--- config.mk ---
export PLATFORM = sky130hd
export DESIGN_NAME = fetch_stage
export DESIGN_NICKNAME = d
export VERILOG_FILES = /design/src/rtl/fetch_pkg.sv /design/src/rtl/fetch_buffer_reg.sv /design/src/rtl/fetch_stage.sv
export SDC_FILE = /design/constraint.sdc
export NUM_CORES = 1
export LEC_CHECK = 0
export ABC_CLOCK_PERIOD_IN_PS = 3300
export BUFFER_PORTS_ARGS = -buffer_cell sky130_fd_sc_hd__clkbuf_2
export CAP_MARGIN = 30
export CORE_ASPECT_RATIO = 2
export CORE_MARGIN = 2
export CORE_UTILIZATION = 55
export DETAILED_ROUTE_END_ITERATION = 8
export PLACE_DENSITY = 0.81
export SETUP_SLACK_MARGIN = 0.5
export SKIP_CTS_REPAIR_TIMING = 1
export SLEW_MARGIN = 20
export SYNTH_ARGS = -nofsm -noshare
export SYNTH_HDL_FRONTEND = slang
export SYNTH_SLANG_ARGS = --single-unit
--- constraint.sdc ---
create_clock -name clk -period 3.3 [get_ports clk]
set_input_delay 0.66 -clock clk [delete_from_list [all_inputs] [get_ports clk]]
set_output_delay 0.66 -clock clk [all_outputs]
set_load 0.02 [all_outputs]
--- src/rtl/fetch_pkg.sv ---
// Shared definitions for the instruction-fetch stage: controller states,
// the default bubble instruction and the sequential PC increment.
package fetch_pkg;

    typedef enum logic [2:0] {
        IDLE,
        FETCH,
        HOLD,
        DISCARD,
        FAULT
    } fetch_state_t;

    localparam logic [31:0] NOP_INSTR_DEFAULT = 32'h0000_0000;
    localparam int unsigned PC_INC            = 4;

endpackage

--- src/rtl/fetch_buffer_reg.sv ---
// One {valid, instr, pc, pc4} pipeline slot. Flush beats load, load beats
// consume, otherwise the contents hold. A cleared slot always carries the
// bubble instruction so downstream never sees stale data.
module fetch_buffer_reg #(
    parameter int                 ADDR_W    = 32,
    parameter int                 INSTR_W   = 32,
    parameter logic [INSTR_W-1:0] NOP_INSTR = '0
) (
    input  logic               clk,
    input  logic               reset,
    input  logic               load,
    input  logic               flush,
    input  logic               consume,
    input  logic [INSTR_W-1:0] load_instr,
    input  logic [ADDR_W-1:0]  load_pc,
    input  logic [ADDR_W-1:0]  load_pc4,
    output logic               valid,
    output logic [INSTR_W-1:0] instr,
    output logic [ADDR_W-1:0]  pc,
    output logic [ADDR_W-1:0]  pc4
);

    logic               valid_reg;
    logic [INSTR_W-1:0] instr_reg;
    logic [ADDR_W-1:0]  pc_reg;
    logic [ADDR_W-1:0]  pc4_reg;

    // Slot update: flush/consume empty the slot, load captures a new entry.
    always_ff @(posedge clk or negedge reset) begin
        if (!reset) begin
            valid_reg <= 1'b0;
            instr_reg <= NOP_INSTR;
            pc_reg    <= '0;
            pc4_reg   <= '0;
        end else if (flush || (consume && !load)) begin
            valid_reg <= 1'b0;
            instr_reg <= NOP_INSTR;
        end else if (load) begin
            valid_reg <= 1'b1;
            instr_reg <= load_instr;
            pc_reg    <= load_pc;
            pc4_reg   <= load_pc4;
        end
    end

    assign valid = valid_reg;
    assign instr = instr_reg;
    assign pc    = pc_reg;
    assign pc4   = pc4_reg;

endmodule

--- src/rtl/fetch_stage.sv ---
// Instruction-fetch controller: single-outstanding memory handshake,
// next-PC selection, IF/ID register, one-entry stall buffer, and
// redirect/flush handling. A misaligned PC parks the stage in FAULT.
module fetch_stage
    import fetch_pkg::*;
#(
    parameter int                 ADDR_W    = 32,
    parameter int                 INSTR_W   = 32,
    parameter logic [INSTR_W-1:0] NOP_INSTR = INSTR_W'(NOP_INSTR_DEFAULT)
) (
    input  logic               clk,
    input  logic               reset,
    input  logic [ADDR_W-1:0]  pc,
    output logic [ADDR_W-1:0]  next_pc,
    output logic               imem_req,
    output logic [ADDR_W-1:0]  imem_addr,
    input  logic               imem_ready,
    input  logic [INSTR_W-1:0] imem_rdata,
    input  logic               redirect,
    input  logic [ADDR_W-1:0]  redirect_target,
    input  logic               id_stall,
    output logic               ifid_valid,
    output logic [INSTR_W-1:0] ifid_instr,
    output logic [ADDR_W-1:0]  ifid_pc,
    output logic [ADDR_W-1:0]  ifid_pc4,
    output logic               fetch_fault
);

    fetch_state_t       state_reg, state_next;
    logic [ADDR_W-1:0]  target_reg, target_next;
    logic               fault_reg, fault_next;

    logic [ADDR_W-1:0]  pc_plus4;
    logic               accept;
    logic               misaligned;

    logic               ifid_load;
    logic               ifid_from_hold;
    logic               hold_load;
    logic               hold_clear;

    logic               hold_valid;
    logic [INSTR_W-1:0] hold_instr;
    logic [ADDR_W-1:0]  hold_pc;
    logic [ADDR_W-1:0]  hold_pc4;

    logic [INSTR_W-1:0] ifid_load_instr;
    logic [ADDR_W-1:0]  ifid_load_pc;
    logic [ADDR_W-1:0]  ifid_load_pc4;

    assign pc_plus4   = pc + ADDR_W'(PC_INC);
    assign accept     = !ifid_valid || !id_stall;
    assign misaligned = (pc[1:0] != 2'b00);
    // The request address is always the current PC; the PC is held while a
    // request is outstanding, which keeps the address stable.
    assign imem_addr  = pc;

    // Next-state, next-PC and datapath-control decode.
    always_comb begin
        state_next     = state_reg;
        target_next    = target_reg;
        fault_next     = fault_reg;
        next_pc        = pc;
        imem_req       = 1'b0;
        ifid_load      = 1'b0;
        ifid_from_hold = 1'b0;
        hold_load      = 1'b0;
        hold_clear     = 1'b0;
        unique case (state_reg)
            IDLE: begin
                state_next = FETCH;
            end
            FETCH: begin
                if (misaligned) begin
                    fault_next = 1'b1;
                    state_next = FAULT;
                end else begin
                    imem_req = 1'b1;
                    if (imem_ready) begin
                        if (redirect) begin
                            next_pc = redirect_target;
                        end else if (accept) begin
                            ifid_load = 1'b1;
                            next_pc   = pc_plus4;
                        end else begin
                            hold_load  = 1'b1;
                            next_pc    = pc_plus4;
                            state_next = HOLD;
                        end
                    end else if (redirect) begin
                        target_next = redirect_target;
                        state_next  = DISCARD;
                    end
                end
            end
            HOLD: begin
                if (redirect) begin
                    hold_clear = 1'b1;
                    next_pc    = redirect_target;
                    state_next = FETCH;
                end else if (!id_stall) begin
                    ifid_load      = hold_valid;
                    ifid_from_hold = 1'b1;
                    hold_clear     = 1'b1;
                    state_next     = FETCH;
                end
            end
            DISCARD: begin
                imem_req = 1'b1;
                if (redirect) begin
                    target_next = redirect_target;
                end
                if (imem_ready) begin
                    next_pc    = redirect ? redirect_target : target_reg;
                    state_next = FETCH;
                end
            end
            FAULT: begin
            end
            default: begin
                state_next = IDLE;
            end
        endcase
    end

    // Controller state, saved redirect target and sticky fault flag.
    always_ff @(posedge clk or negedge reset) begin
        if (!reset) begin
            state_reg  <= IDLE;
            target_reg <= '0;
            fault_reg  <= 1'b0;
        end else begin
            state_reg  <= state_next;
            target_reg <= target_next;
            fault_reg  <= fault_next;
        end
    end

    assign fetch_fault     = fault_reg;
    assign ifid_load_instr = ifid_from_hold ? hold_instr : imem_rdata;
    assign ifid_load_pc    = ifid_from_hold ? hold_pc    : pc;
    assign ifid_load_pc4   = ifid_from_hold ? hold_pc4   : pc_plus4;

    fetch_buffer_reg #(
        .ADDR_W    (ADDR_W),
        .INSTR_W   (INSTR_W),
        .NOP_INSTR (NOP_INSTR)
    ) u_hold (
        .clk        (clk),
        .reset      (reset),
        .load       (hold_load),
        .flush      (hold_clear),
        .consume    (1'b0),
        .load_instr (imem_rdata),
        .load_pc    (pc),
        .load_pc4   (pc_plus4),
        .valid      (hold_valid),
        .instr      (hold_instr),
        .pc         (hold_pc),
        .pc4        (hold_pc4)
    );

    fetch_buffer_reg #(
        .ADDR_W    (ADDR_W),
        .INSTR_W   (INSTR_W),
        .NOP_INSTR (NOP_INSTR)
    ) u_ifid (
        .clk        (clk),
        .reset      (reset),
        .load       (ifid_load),
        .flush      (redirect),
        .consume    (!id_stall),
        .load_instr (ifid_load_instr),
        .load_pc    (ifid_load_pc),
        .load_pc4   (ifid_load_pc4),
        .valid      (ifid_valid),
        .instr      (ifid_instr),
        .pc         (ifid_pc),
        .pc4        (ifid_pc4)
    );

endmodule

Yosys cells after proc, flatten, opt, wreduce, memory -nomap -nowiden
Index checks and enable logic that the tools add are counted.
- reduce and logical (&&, ||, !) cells: 16
- add/sub/neg operators: 1
- eq/ne operators: 11
- bitwise logic cells: 3
- muxes and demuxes: 49
- operators with widths (cell ; number):
    $mux W32 ; 15
    $pmux W32 S3 ; 1
    $pmux W32 S2 ; 1
    $add A32 B3 Y32 const B ; 1
    $mux W3 ; 8
    $mux W1 ; 21
    $pmux W3 S5 ; 1
    $ne A4 B4 Y1 const B ; 3
    $reduce_bool A2 Y1 ; 4
    $eq A3 B2 Y1 const B ; 2
    $ne A2 B2 Y1 const B ; 3
    $reduce_and A2 Y1 ; 3
    $reduce_and A6 Y1 ; 1
    $pmux W1 S2 ; 2
    $eq A3 B1 Y1 const B ; 1
    $eq A3 B3 Y1 const B ; 1
    $logic_not A1 Y1 ; 3
    $logic_not A3 Y1 ; 1
    $ne A3 B3 Y1 const B ; 1
    $not A1 Y1 ; 3
    $reduce_and A3 Y1 ; 1
    $logic_or A1 B1 Y1 ; 2
    $logic_and A1 B1 Y1 ; 1
- logic and storage cells: 91
- flip-flop bits (word level): 230

Longest topological paths before layout
- word-level depth: 12
- mapped depth: 9
- mapped depth without buffers: 6

Cells and area by module
Synthesis repeated with hierarchy kept, for this count alone.
- cell total of the unflattened synthesis: 1295
- area total of the unflattened synthesis: 13016.2 um^2
- modules (own cells, without submodules) (module ; area each (um^2) ; times used ; cells each ; sequential area each (um^2)):
    fetch_buffer_reg ; 4032.6 ; 2 ; 283 ; 2427.3
    fetch_stage ; 4951.0 ; 1 ; 729 ; 900.9

Worst setup path before layout
No wires, ideal clock.
- path type: input to output
- from: input port pc[9]
- to: output port next_pc[23]
- arrival time: 2.684 ns
- data required time: 2.640 ns
- path slack: -0.044 ns
- buffers on the path: 1
- stages on the path: 5
- cell sequence: clkbuf_1 nand4_1 nor4_2 nand2_1 o311ai_0
- word-level cells in the longest chain between the ends: 5
- ends and longest elaborated chain (what ; RTL line ; text):
    from (decl) ; fetch_stage.sv:13 ; input logic [ADDR_W-1:0] pc,
    $add A32 B3 Y32 ; fetch_stage.sv:51 ; assign pc_plus4 = pc + ADDR_W'(PC_INC);
    $mux W32 ; fetch_stage.sv:80 ; if (redirect) begin
    $mux W32 ; fetch_stage.sv:79 ; if (imem_ready) begin
    $mux W32 ; fetch_stage.sv:74 ; if (misaligned) begin
    $pmux W32 S3 ; fetch_stage.sv:69 ; unique case (state_reg)
    to (decl) ; fetch_stage.sv:14 ; output logic [ADDR_W-1:0] next_pc,
Every way passes these cells.

Worst setup path after layout
- from: register state_reg[0]
- to: output port next_pc[23]
- word-level cells in the longest chain between the ends: 2
- ends and longest elaborated chain (what ; RTL line ; text):
    from (decl) ; fetch_stage.sv:29 ; fetch_state_t state_reg, state_next;
    from (signal assigned) ; fetch_stage.sv:133 ; state_reg <= state_next;
    $eq A3 B2 Y1 / $eq A3 B1 Y1 (equally long branches) ; fetch_stage.sv:69 ;
    $pmux W32 S3 (*) ; fetch_stage.sv:69 ;
Mark *: on every way between the ends. The rest lies on a longest branch, timed or not.

==> impl_metrics.ini <==
[run]
drv_cap = 0

[place]
io_buffers = 263
gp_congestion = 0.9454
dp_hpwl_um = 27760
post-place-cells = 1731
place_ws_ps = 89.14

[detailed_routing]
highest_layer = met4
avgRoutedWirePerCell_um = 21.71
routed-wl-met3_um = 2620
first_iter_violations = 903
drt-met1-wl_um = 13570
dr_total_vias = 10900
via_per_inst = 6.095
wirelength_um = 38840
firstDrtPassIters = 6
antenna_left = 0
met2_length_um = 19910
drc_errors = 0

[synth]
syn-num-nets = 1354
synth.distinct_cells = 68
syn_area_um2 = 11520
yosysWarnings = 0
netlist_instances = 1252
async_reset_ff_frac = 1.000
yosysTopAreaCell = dfrtp_1
ys_top_cells_by_count = nand2_1, dfrtp_1, o21ai_0, nor2_1, clkbuf_1
synth_flop_cell = dfrtp_1
avgSynthCellArea_um2 = 9.199
yosysSeqAreaShare = 0.4910
yosysMostFrequentCell = nand2_1
synth_edf_count = 0
ys_ff_latch = 226
netlist.area_leader.share = 0.4910
yosys-top-cells-area = dfrtp_1, nand2_1, o21ai_0

[power]
vdd_drop_max_v = 0.0004703
p_leak_uw = 0.007103
power_uw = 10570
power_density_nw_per_um2 = 712.3

[final_layout]
finalNonFillerCells = 1789
drive_gt1_frac = 0.3397
final_core_util = 0.7250
area_growth_pct = 28.81
final_nets = 1609

[floorplan]
rows = 74
pin_count = 264
initial_core_util = 0.5629
core-area_um2 = 20460
die-area_um2 = 22180
die_h_um = 208.7
die_x_um = 106.3

[timing]
slew_headroom = 0.5858
max_freq_mhz = 314.3
fin_crit_sh = 0.9643
rsz0062_at_grt = yes
fin_skew_ps = 10.51
min_period_ps = 3182
setup_viol = 0
final.setup.worst_slack_ps = 117.9
fin_tns_setup_ps = 0
finalMaxSlewViolations = 0
tightest_slew_ps = 617.1
hold_viol = 0

[clock_tree]
cts_tree = yes
htree_levels = 1
numCtsBuffers = 21
cts.sinks = 226
worstSkewPairLatency_ps = 530
clockRootBuffer = clkbuf_16
path_clk_slew_ps = 70
cts_max_path_buffers = 3

[setup_path]
rr_worst_depth = 7
cp-start-kind = register
critical_path_class = reg2out
regToRegSetupSlack_ps = 630
crit_arrival_ps = 2520
cp-end-kind = output pin
critPathRequiredTime_ps = 2640
path_max_fanout = 7

[grt]
grt_first_pass_wirelength_um = 59220
grt_pass1_vias = 10780
track_usage = 0.3439
gr-total-overflow = 0
grt_max_degree = 73
antenna_found_initial = 1

[worst_hold_path]
hold_path.class = in2async

[outcome]
status = finished, final reports clean
## per-layer routing
metal  up-vias  global-route usage
met4         0              0.2291
li1       4876                   -
met1      5256              0.3939
met3       153             0.05209
met2       619              0.5866
met5         -                   0
## logic make-up (layout without fill, tap and decap cells)
logic type	after synthesis	after routing	synth area share
mux	71	71	0.06551
flops	226	226	0.4910
fa+ha+maj	1	1	0.001086
xor+xnor	26	26	0.01977
simple gates	459	459	0.1773
buf+inv	150	420	0.06486
other cells	0	1	0
compound gates	319	319	0.1804
## layout make-up
type / count / area (um2)
Inverter: 15 / 56.30
Timing Repair Buffer: 367 / 2427
Multi-Input combinational cell: 876 / 5574
Fill cell: 1578 / 5627
Clock inverter: 8 / 173.9
Antenna cell: 1 / 2.502
Clock buffer: 30 / 609.3
Tap cell: 266 / 332.8
Sequential cell: 226 / 5659
## critical path, cell delays in order, from the launching register on
cell and delay (ps):
dfrtp_2 430, or3b_4 430, a211o_4 380, nor2_4 230
buf_12 170, a21oi_2 60, o311ai_2 90, buf_4 210
## metrics by stage
step           hold WS, ps  instance area, um2
2_1_floorplan        364.4               11690
3_3_place_gp         456.8               13430
3_5_place_dp         461.5               13450
4_1_cts              96.36               14240
5_1_grt              127.1               14840
6_report             77.09               14840
## layout by cell type (no fill, tap or decap), types with 5 or more instances in the layout
master	Yosys	final
buf_4	36	98
dfrtp_1	226	223
nor2b_1	12	9
o21ai_2	0	9
clkbuf_8	0	5
mux2i_1	36	36
nor2_1	92	86
a21oi_1	41	37
o211ai_1	8	8
a211oi_1	15	15
clkbuf_2	0	229
nor3_1	19	19
xnor2_1	11	9
a31oi_1	42	41
o21ai_0	103	88
nand3_1	21	16
inv_1	15	14
mux2_2	35	34
a21o_1	8	8
nand4_1	8	8
buf_12	0	11
bufinv_16	0	5
and4_1	6	6
clkbuf_16	0	21
o21ai_1	1	6
buf_6	3	22
and2_1	9	6
nand2b_1	11	10
nand2_1	253	249
xor2_1	15	14
o22ai_1	9	9
a22o_1	34	34
## where the power goes
group          switching [uW]  total, uW  internal [uW]
Clock                    1090       2780           1680
Sequential                415       3810           3390
Combinational            2380       3980           1600
## worst paths after layout
path                                 from               end
min in group clk           imem_rdata[16]  u_hold.instr[16]
max in group asynchronous           reset     u_ifid.pc[29]
max                          state_reg[0]       next_pc[23]
min                                 reset    target_reg[21]
max reg2reg                  state_reg[1]    u_ifid.pc4[22]
min reg2reg                 u_hold.pc[17]     u_hold.pc[17]
Note: power is estimated with default switching activity, not from simulation.
